`src/rtl/dot_matrix_pkg.sv`:
```
// Shared types for the dot-matrix display scheduler: FSM state encoding and slot counter widths.
package dot_matrix_pkg;

  localparam int DWELL_W = 16;
  localparam int BLANK_W = 8;

  typedef enum logic [1:0] {
    ST_IDLE  = 2'd0,
    ST_SHOW  = 2'd1,
    ST_BLANK = 2'd2
  } state_e;

  typedef logic [DWELL_W-1:0] dwell_cnt_t;
  typedef logic [BLANK_W-1:0] blank_cnt_t;

endpackage

```
`src/rtl/dot_matrix_display_scheduler_rr_arbiter2.sv`:
```
// Two-requester round-robin arbiter: combinational one-hot grant, pointer advances only on accept.
module rr_arbiter2 (
  input  logic       clk,
  input  logic       rst,
  input  logic [1:0] req_i,
  input  logic       accept_i,
  output logic [1:0] grant_o
);

  // ptr_q=0 favours requester 0, ptr_q=1 favours requester 1
  logic ptr_q;

  always_comb begin
    grant_o = 2'b00;
    case (req_i)
      2'b01:   grant_o = 2'b01;
      2'b10:   grant_o = 2'b10;
      2'b11:   grant_o = ptr_q ? 2'b10 : 2'b01;
      default: grant_o = 2'b00;
    endcase
  end

  always_ff @(posedge clk or posedge rst) begin
    if (rst) begin
      ptr_q <= 1'b0;
    end else if (accept_i && (grant_o != 2'b00)) begin
      ptr_q <= grant_o[0];
    end
  end

endmodule

```
`src/rtl/dot_matrix_display_scheduler.sv`:
```
// Time-slices one dot-matrix display between two requesters: show a digit, blank, then rearbitrate.
module dot_matrix_display_scheduler
  import dot_matrix_pkg::*;
#(
  parameter int unsigned DWELL_CYCLES = 1000,
  parameter int unsigned BLANK_CYCLES = 8
) (
  input  logic       clk,
  input  logic       rst,
  input  logic [1:0] req,
  input  logic [2:0] code0,
  input  logic [2:0] code1,
  output logic [1:0] ack,
  output logic [2:0] ascii_code,
  output logic       disp_en,
  output logic [1:0] grant,
  output logic       busy
);

  localparam dwell_cnt_t DWELL_LOAD = dwell_cnt_t'(DWELL_CYCLES - 1);
  localparam blank_cnt_t BLANK_LOAD = (BLANK_CYCLES == 0) ? '0 : blank_cnt_t'(BLANK_CYCLES - 1);

  state_e     state_q;
  dwell_cnt_t cnt_q;
  logic [1:0] ack_q;
  logic [1:0] grant_q;
  logic [2:0] ascii_q;
  logic       disp_en_q;
  logic       busy_q;

  logic [1:0] arb_gnt;
  logic       accept_d;

  assign accept_d = (state_q == ST_IDLE) && (req != 2'b00);

  rr_arbiter2 u_arb (
    .clk      (clk),
    .rst      (rst),
    .req_i    (req),
    .accept_i (accept_d),
    .grant_o  (arb_gnt)
  );

  always_ff @(posedge clk or posedge rst) begin
    if (rst) begin
      state_q   <= ST_IDLE;
      cnt_q     <= '0;
      ack_q     <= 2'b00;
      grant_q   <= 2'b00;
      ascii_q   <= 3'd0;
      disp_en_q <= 1'b0;
      busy_q    <= 1'b0;
    end else begin
      ack_q <= 2'b00;
      case (state_q)
        ST_IDLE: begin
          if (accept_d) begin
            state_q   <= ST_SHOW;
            cnt_q     <= DWELL_LOAD;
            ack_q     <= arb_gnt;
            grant_q   <= arb_gnt;
            ascii_q   <= arb_gnt[1] ? code1 : code0;
            disp_en_q <= 1'b1;
            busy_q    <= 1'b1;
          end
        end
        ST_SHOW: begin
          if (cnt_q == '0) begin
            grant_q   <= 2'b00;
            disp_en_q <= 1'b0;
            // With no blanking gap the slot ends straight into IDLE
            if (BLANK_CYCLES == 0) begin
              state_q <= ST_IDLE;
              busy_q  <= 1'b0;
            end else begin
              state_q <= ST_BLANK;
              cnt_q   <= dwell_cnt_t'(BLANK_LOAD);
            end
          end else begin
            cnt_q <= cnt_q - dwell_cnt_t'(1);
          end
        end
        ST_BLANK: begin
          if (cnt_q == '0) begin
            state_q <= ST_IDLE;
            busy_q  <= 1'b0;
          end else begin
            cnt_q <= cnt_q - dwell_cnt_t'(1);
          end
        end
        default: begin
          state_q   <= ST_IDLE;
          cnt_q     <= '0;
          grant_q   <= 2'b00;
          disp_en_q <= 1'b0;
          busy_q    <= 1'b0;
        end
      endcase
    end
  end

  assign ack        = ack_q;
  assign grant      = grant_q;
  assign ascii_code = ascii_q;
  assign disp_en    = disp_en_q;
  assign busy       = busy_q;

endmodule

```
`config.mk`:
```
export PLATFORM = sky130hd
export DESIGN_NAME = dot_matrix_display_scheduler
export DESIGN_NICKNAME = d
export VERILOG_FILES = /design/src/rtl/dot_matrix_pkg.sv /design/src/rtl/dot_matrix_display_scheduler_rr_arbiter2.sv /design/src/rtl/dot_matrix_display_scheduler.sv
export SDC_FILE = /design/constraint.sdc
export NUM_CORES = 1
export LEC_CHECK = 0
export ABC_AREA = 1
export BUFFER_PORTS_ARGS = -buffer_cell sky130_fd_sc_hd__buf_4
export CAP_MARGIN = 15
export CELL_PAD_IN_SITES_DETAIL_PLACEMENT = 1
export CELL_PAD_IN_SITES_GLOBAL_PLACEMENT = 1
export CORE_ASPECT_RATIO = 0.9
export CORE_MARGIN = 2
export CORE_UTILIZATION = 45
export CTS_CLUSTER_SIZE = 16
export DETAILED_ROUTE_END_ITERATION = 10
export GPL_TIMING_DRIVEN = 1
export PLACE_DENSITY_LB_ADDON = 0.25
export SKIP_LAST_GASP = 1
export SYNTH_ARGS = -nofsm -noshare
export SYNTH_HDL_FRONTEND = slang
export SYNTH_SLANG_ARGS = --single-unit
```
`constraint.sdc`:
```
create_clock -name clk -period 3.5 [get_ports clk]
set_clock_uncertainty 0.15 [all_clocks]
set_input_delay 0.175 -clock clk [delete_from_list [all_inputs] [get_ports clk]]
set_output_delay 0.175 -clock clk [all_outputs]
set_load 0.01 [all_outputs]
```
Word level (Yosys, flattened, before mapping) --
Index checks and enable logic that the tools add are counted. Widths: inputs -> output; s select.
Operators by class: add/subtract/negate cells 1, multiply operators 0, divide/modulo/power cells 0, order comparisons 0, equal/unequal tests 9, shift-type cells 0, muxes and demuxes 19, bitwise gates (word level) 2, reduce and logical (&&, ||, !) cells 11
Operators by type and width (number):
- $mux 16 | 3
- $pmux 16 s3 | 1
- $pmux 2 s3 | 3
- $logic_not 16->1 | 1
- $sub 16x1->16 const B | 1
- $mux 2 | 7
- $reduce_and 3->1 | 3
- $eq 2x2->1 const B | 3
- $ne 2x2->1 const B | 3
- $pmux 1 s3 | 2
- $eq 2x1->1 const B | 2
- $reduce_and 2->1 | 2
- $reduce_bool 2->1 | 2
- $mux 3 | 1
- $logic_and 1x1->1 | 2
- $logic_not 2->1 | 1
- $mux 1 | 2
- $ne 2x1->1 const B | 1
- $not 1->1 | 2
Storage, ports and cells: register bits 28, bits in latches 0, bits in writable memories 0, memory bits (read-only) 0, input port bits 10, output and inout port bits 9, logic and storage cells 50, memories 0

Longest topological paths before layout --
depth after elaboration 4, depth in mapped cells 11

Cells and area by module --
From an unflattened synthesis, not the netlist that was laid out.
Second synthesis, totals: cells, all modules 233, area total of the unflattened synthesis 1632.8 sq um
Modules (own cells, without submodules):
- dot_matrix_display_scheduler | times used 1, cells an instance 224, area each 1569.0 sq um, seq. area each 675.6 sq um
- rr_arbiter2 | times used 1, cells an instance 9, area each 63.8 sq um, seq. area each 25.0 sq um

Worst setup path after synthesis --
Ideal clock, no wire load.
kind reg2reg, from register cnt_q[0], to register cnt_q[10], arrival time 1.327 ns, required time 3.227 ns, setup slack 1.900 ns, cell stages (with the launch flop) 11, buffers on the path 1, period minus slack after synthesis 1.600 ns, path through dfrtp_1 -> inv_1 -> ha_1 -> nand2_1 -> nor2_4 -> nand3_4 -> nand2_4 -> buf_6 -> o21ai_1 -> nand2_1 -> nor2_2
On the way: cells in the longest elaborated chain, start to end 3, elaborated cells between the ends (all ways) 7, classes of those cells 1 x add/sub; 1 x eq/ne; 3 x mux; 2 x reduce/logical
Ends and longest elaborated chain:
- start: declaration | line dot_matrix_display_scheduler.sv:24 | dwell_cnt_t cnt_q;
- start signal: assignment | line dot_matrix_display_scheduler.sv:77 | cnt_q <= dwell_cnt_t'(BLANK_LOAD);
- start signal: assignment | line dot_matrix_display_scheduler.sv:80 | cnt_q <= cnt_q - dwell_cnt_t'(1);
- start signal: assignment | line dot_matrix_display_scheduler.sv:88 | cnt_q <= cnt_q - dwell_cnt_t'(1);
- $sub 16x1->16 / $logic_not 16->1 (equally long branches)
- $mux 16, or another cell as far along | line dot_matrix_display_scheduler.sv:84 | if (cnt_q == '0) begin
- $pmux 16 s3 / $reduce_and 2->1 (equally long branches)
Parallel ways exist; a longest one is shown, timed or not. The select of a mux whose other input is x is not followed. A chain may end at the register's enable or synchronous reset.

Worst setup path in the final report --
from register cnt_q[0], to register cnt_q[11]
Same word-level chain as after synthesis.

==> results.ini <==
[timing]
max_slew_margin_pct = 60.38
final.setup.tns_ns = 0
report.final.hold_viol_count = 0
final.min_clock_period_ns = 1.971
tightestPinTransition_ns = 0.5881
max_clock_freq_ghz = 0.5073
layout_worst_path_cycle_share_pct = 56.32
rsz_0062_raised_after_global_routing = false
timing.final.setup_violations = 0
finalMaxSlewViolations = 0

[routing]
dr_total_vias = 1612
viasPerCell = 5.338
drc_errors = 0
finalWirelength_um = 4836
dr.first_iter.drc_count = 78
per_cell_routed_wire_length_um = 16.01
drt_first_pass_iters = 4
route.antenna.remaining_nets = 0

[grt]
grt_start_max_net_pins = 29
global_route.usage.met2_pct = 39.06
number_of_global_route_vias_before_repair = 1686
gr-usage-met3_pct = 3.871
initial_antenna_violation_count = 0
grt_usage_pct = 23.72
most_used_layer_global_route = met2
grt_first_pass_wirelength_um = 8266
global_route.usage.met1_pct = 33.33
globalRoute.totalOverflow = 0

[logic_synthesis]
post_synth.cell_area_avg_sq_um = 7.363
yosys_warnings = 0
ys_seq_elements = 28
synthesis.nets = 246
seq_total_area_yosys_pct = 40.67
synth.cell_area_sq_um = 1723
netlist-cell-type-count = 26
netlist_instances = 234

[critical_path]
crit-reg2reg-capture = cnt_q[11]$_DFFE_PP0P_
worstSetupPathType = register to register
critical_path_buf_inv_count = 2
reg_to_reg_start = cnt_q[0]$_DFFE_PP0P_
critPathMostFrequentCell = nand2_1
reg2regPathDepth = 11
endpoint_kind_of_the_worst_setup_timing_path = register
critical_path.slowest_cell = dfrtp_1
cp_data_required_time_ns = 3.52
worst_setup_path_start_kind = register
critical_path.max_stage_delay_ns = 0.40
path_cells = inv_1, ha_1, nand2_1, nor2_4, nand3_4, nand2_4, inv_2, nand2_1, nand2_1, nand2_1, nor2_1
register_to_register_path_setup_slack_ns = 1.53
path_delay_family = simple AND/OR/NAND/NOR gates
cp.arrival_ns = 1.99
critPathMaxFanout = 12

[floorplanning]
placementRows = 21
ios = 19
floorplan.core_area_sq_um = 3705
start_util_pct = 46.50
die_h_um = 62.70
die_extent_in_x_um = 69.23
die_area_sq_um = 4340

[min_path]
hold_end = ascii_code[2]$_DFFE_PP0P_
hp-start = code1[2]
timing.hold.worst_path_depth = 3
worst_hold_path_type = input port to register

[placement]
placed_cells = 296
final_wtd_congestion = 0.7926
place.detailed.hpwl_um = 3730
portBuffers = 18

[clocking]
clock_sink_count = 28
cts_tree = done
postCtsSetupRepairBufs = 0
cts_hold_buffers = 0
cts-resized-gates = 0
cts-root-buf = clkbuf_8
ctsHtreeMaxLevel = 1
max-clock-path-buffers = 2
insertion_delay_ns = 0.27
cts-buffers-inserted = 3
path_clk_slew_ns = 0.09

[cells_and_area]
layout_overhead_on_the_synthesized_area_pct = 15.25
finish.cell_count_without_fillers = 302
drive_gt1_share_pct = 18.75
insertedDiodeCount = 0
num-nets-final = 269

[power]
intPower_mw = 0.4487
pwr-share-seq_pct = 58.4
power_per_cell_area_nw_per_um2 = 285.9
clock_power_share_pct = 35.0
switching_share_pct = 20.98
vdd.ir_drop.worst_mv = 0.2556
comb_power_share_pct = 6.7
cellLeakagePower_nw = 1.028
total_switching_power_mw = 0.1191

[job]
drv.max_cap_violation_count = 0

[outcome]
run_status = finished, final reports clean

==> cell families (layout without fill, tap and decap cells) <==
kind of cell / after synthesis / after routing / share of synthesized area (%)
XOR/XNOR: 3 / 3 / 1.525
flip-flops: 28 / 28 / 40.67
buffers and inverters: 30 / 52 / 7.407
AND/OR/NAND/NOR: 151 / 151 / 41.25
AO/OA/AOI/OAI: 20 / 20 / 7.698
adder cells (fa/ha/maj): 2 / 2 / 1.452
==> power groups by stage <==
stage	combinational (mW)	clock (mW)	sequential [mW]
detailed placement	0.0338	0	0.338
CTS	0.0338	0.210	0.332
floorplan	0.0112	0	0.340
global placement	0.0326	0	0.337
finish	0.0380	0.198	0.331
global route	0.0418	0.219	0.332
==> cell usage after synthesis <==
library cell	instances	area share, %
inv_2	2	0.44
nand3_2	1	0.58
buf_6	2	1.3
o21ai_1	2	0.58
xor2_1	3	1.5
nor2_2	4	1.5
nor2_4	4	2.6
dfrtp_1	28	41
nor2_8	1	1.2
nand2_1	75	16
nand2_2	3	1.1
o2111ai_1	1	0.51
nand3_1	12	3.5
nor3_1	5	1.5
nor2_1	37	8.1
nand4_1	4	1.5
nand3_4	1	1.0
ha_1	2	1.5
inv_1	26	5.7
a21oi_1	4	1.2
nor3_2	1	0.58
o211ai_1	1	0.44
nand2_4	3	2.0
a211oi_1	3	1.3
o21ai_0	4	1.2
o21ai_2	5	2.5
==> worst max path at each step <==
stage / start / cells past startpoint / end
after floorplan: cnt_q[0]$_DFFE_PP0P_ / 10 / cnt_q[10]$_DFFE_PP0P_
after global placement: cnt_q[0]$_DFFE_PP0P_ / 11 / cnt_q[11]$_DFFE_PP0P_
after detailed placement: cnt_q[0]$_DFFE_PP0P_ / 11 / cnt_q[11]$_DFFE_PP0P_
after CTS: cnt_q[0]$_DFFE_PP0P_ / 11 / cnt_q[11]$_DFFE_PP0P_
after global routing: cnt_q[0]$_DFFE_PP0P_ / 11 / cnt_q[11]$_DFFE_PP0P_
final: cnt_q[0]$_DFFE_PP0P_ / 11 / cnt_q[11]$_DFFE_PP0P_
==> stage by stage <==
stage	power (mW)	utilization (%)	hold slack, ns	area (sq um)	worst slack [ns]
global placement	0.3701	51.10	0.3070	1893	1.676
CTS	0.5750	52.58	0.02062	1948	1.503
detailed placement	0.3717	51.10	0.3255	1893	1.551
global route	0.5930	53.60	0.04775	1986	1.385
finish	0.5678	53.60	0.05334	1986	1.529
floorplan	0.3510	-	0.09041	1723	1.900
==> sequential cells by signal, indices dropped and copies added (netlist names) <==
register and cells:
state_q 2, u_arb.ptr_q 1, disp_en 1, busy 1
cnt_q 16, ack 2, grant 2, ascii_code 3
==> placed cells by master (no fill, tap or decap), drive strengths merged <==
| cell type | count |
|---|---|
| o211ai | 1 |
| dfrtp | 28 |
| nand3 | 14 |
| a211oi | 3 |
| nand2 | 81 |
| xor2 | 3 |
| nand4 | 4 |
| ha | 2 |
| dlygate4sd3 | 1 |
| o2111ai | 1 |
| o21ai | 11 |
| nor2 | 46 |
| clkbuf | 4 |
| buf | 19 |
| a21oi | 4 |
| nor3 | 6 |
| inv | 28 |
==> metal layers <==
layer | vias to the layer above | part of all wire (%)
li1 | 781 | -
met1 | 792 | 45
met2 | 33 | 50
met3 | 6 | 3.7
met4 | 0 | 0.87
met5 | - | 0
==> cell type report <==
cell class / instances / area (sq um)
tap: 46 / 57.56
clock buffer: 4 / 55.05
multi-input combinational: 176 / 894.6
inverter: 28 / 105.1
sequential: 28 / 700.7
timing repair buffer: 20 / 172.7
fill: 506 / 1719
==> worst register-to-register path, delay by kind of cell, from the launching register on <==
family	cells	cell delay, ns
buffers and inverters	2	0.31
adders and majority gates	1	0.19
and+or+nand+nor	8	0.81
DFF	1	0.40
Power figures use the tool's default switching activity.
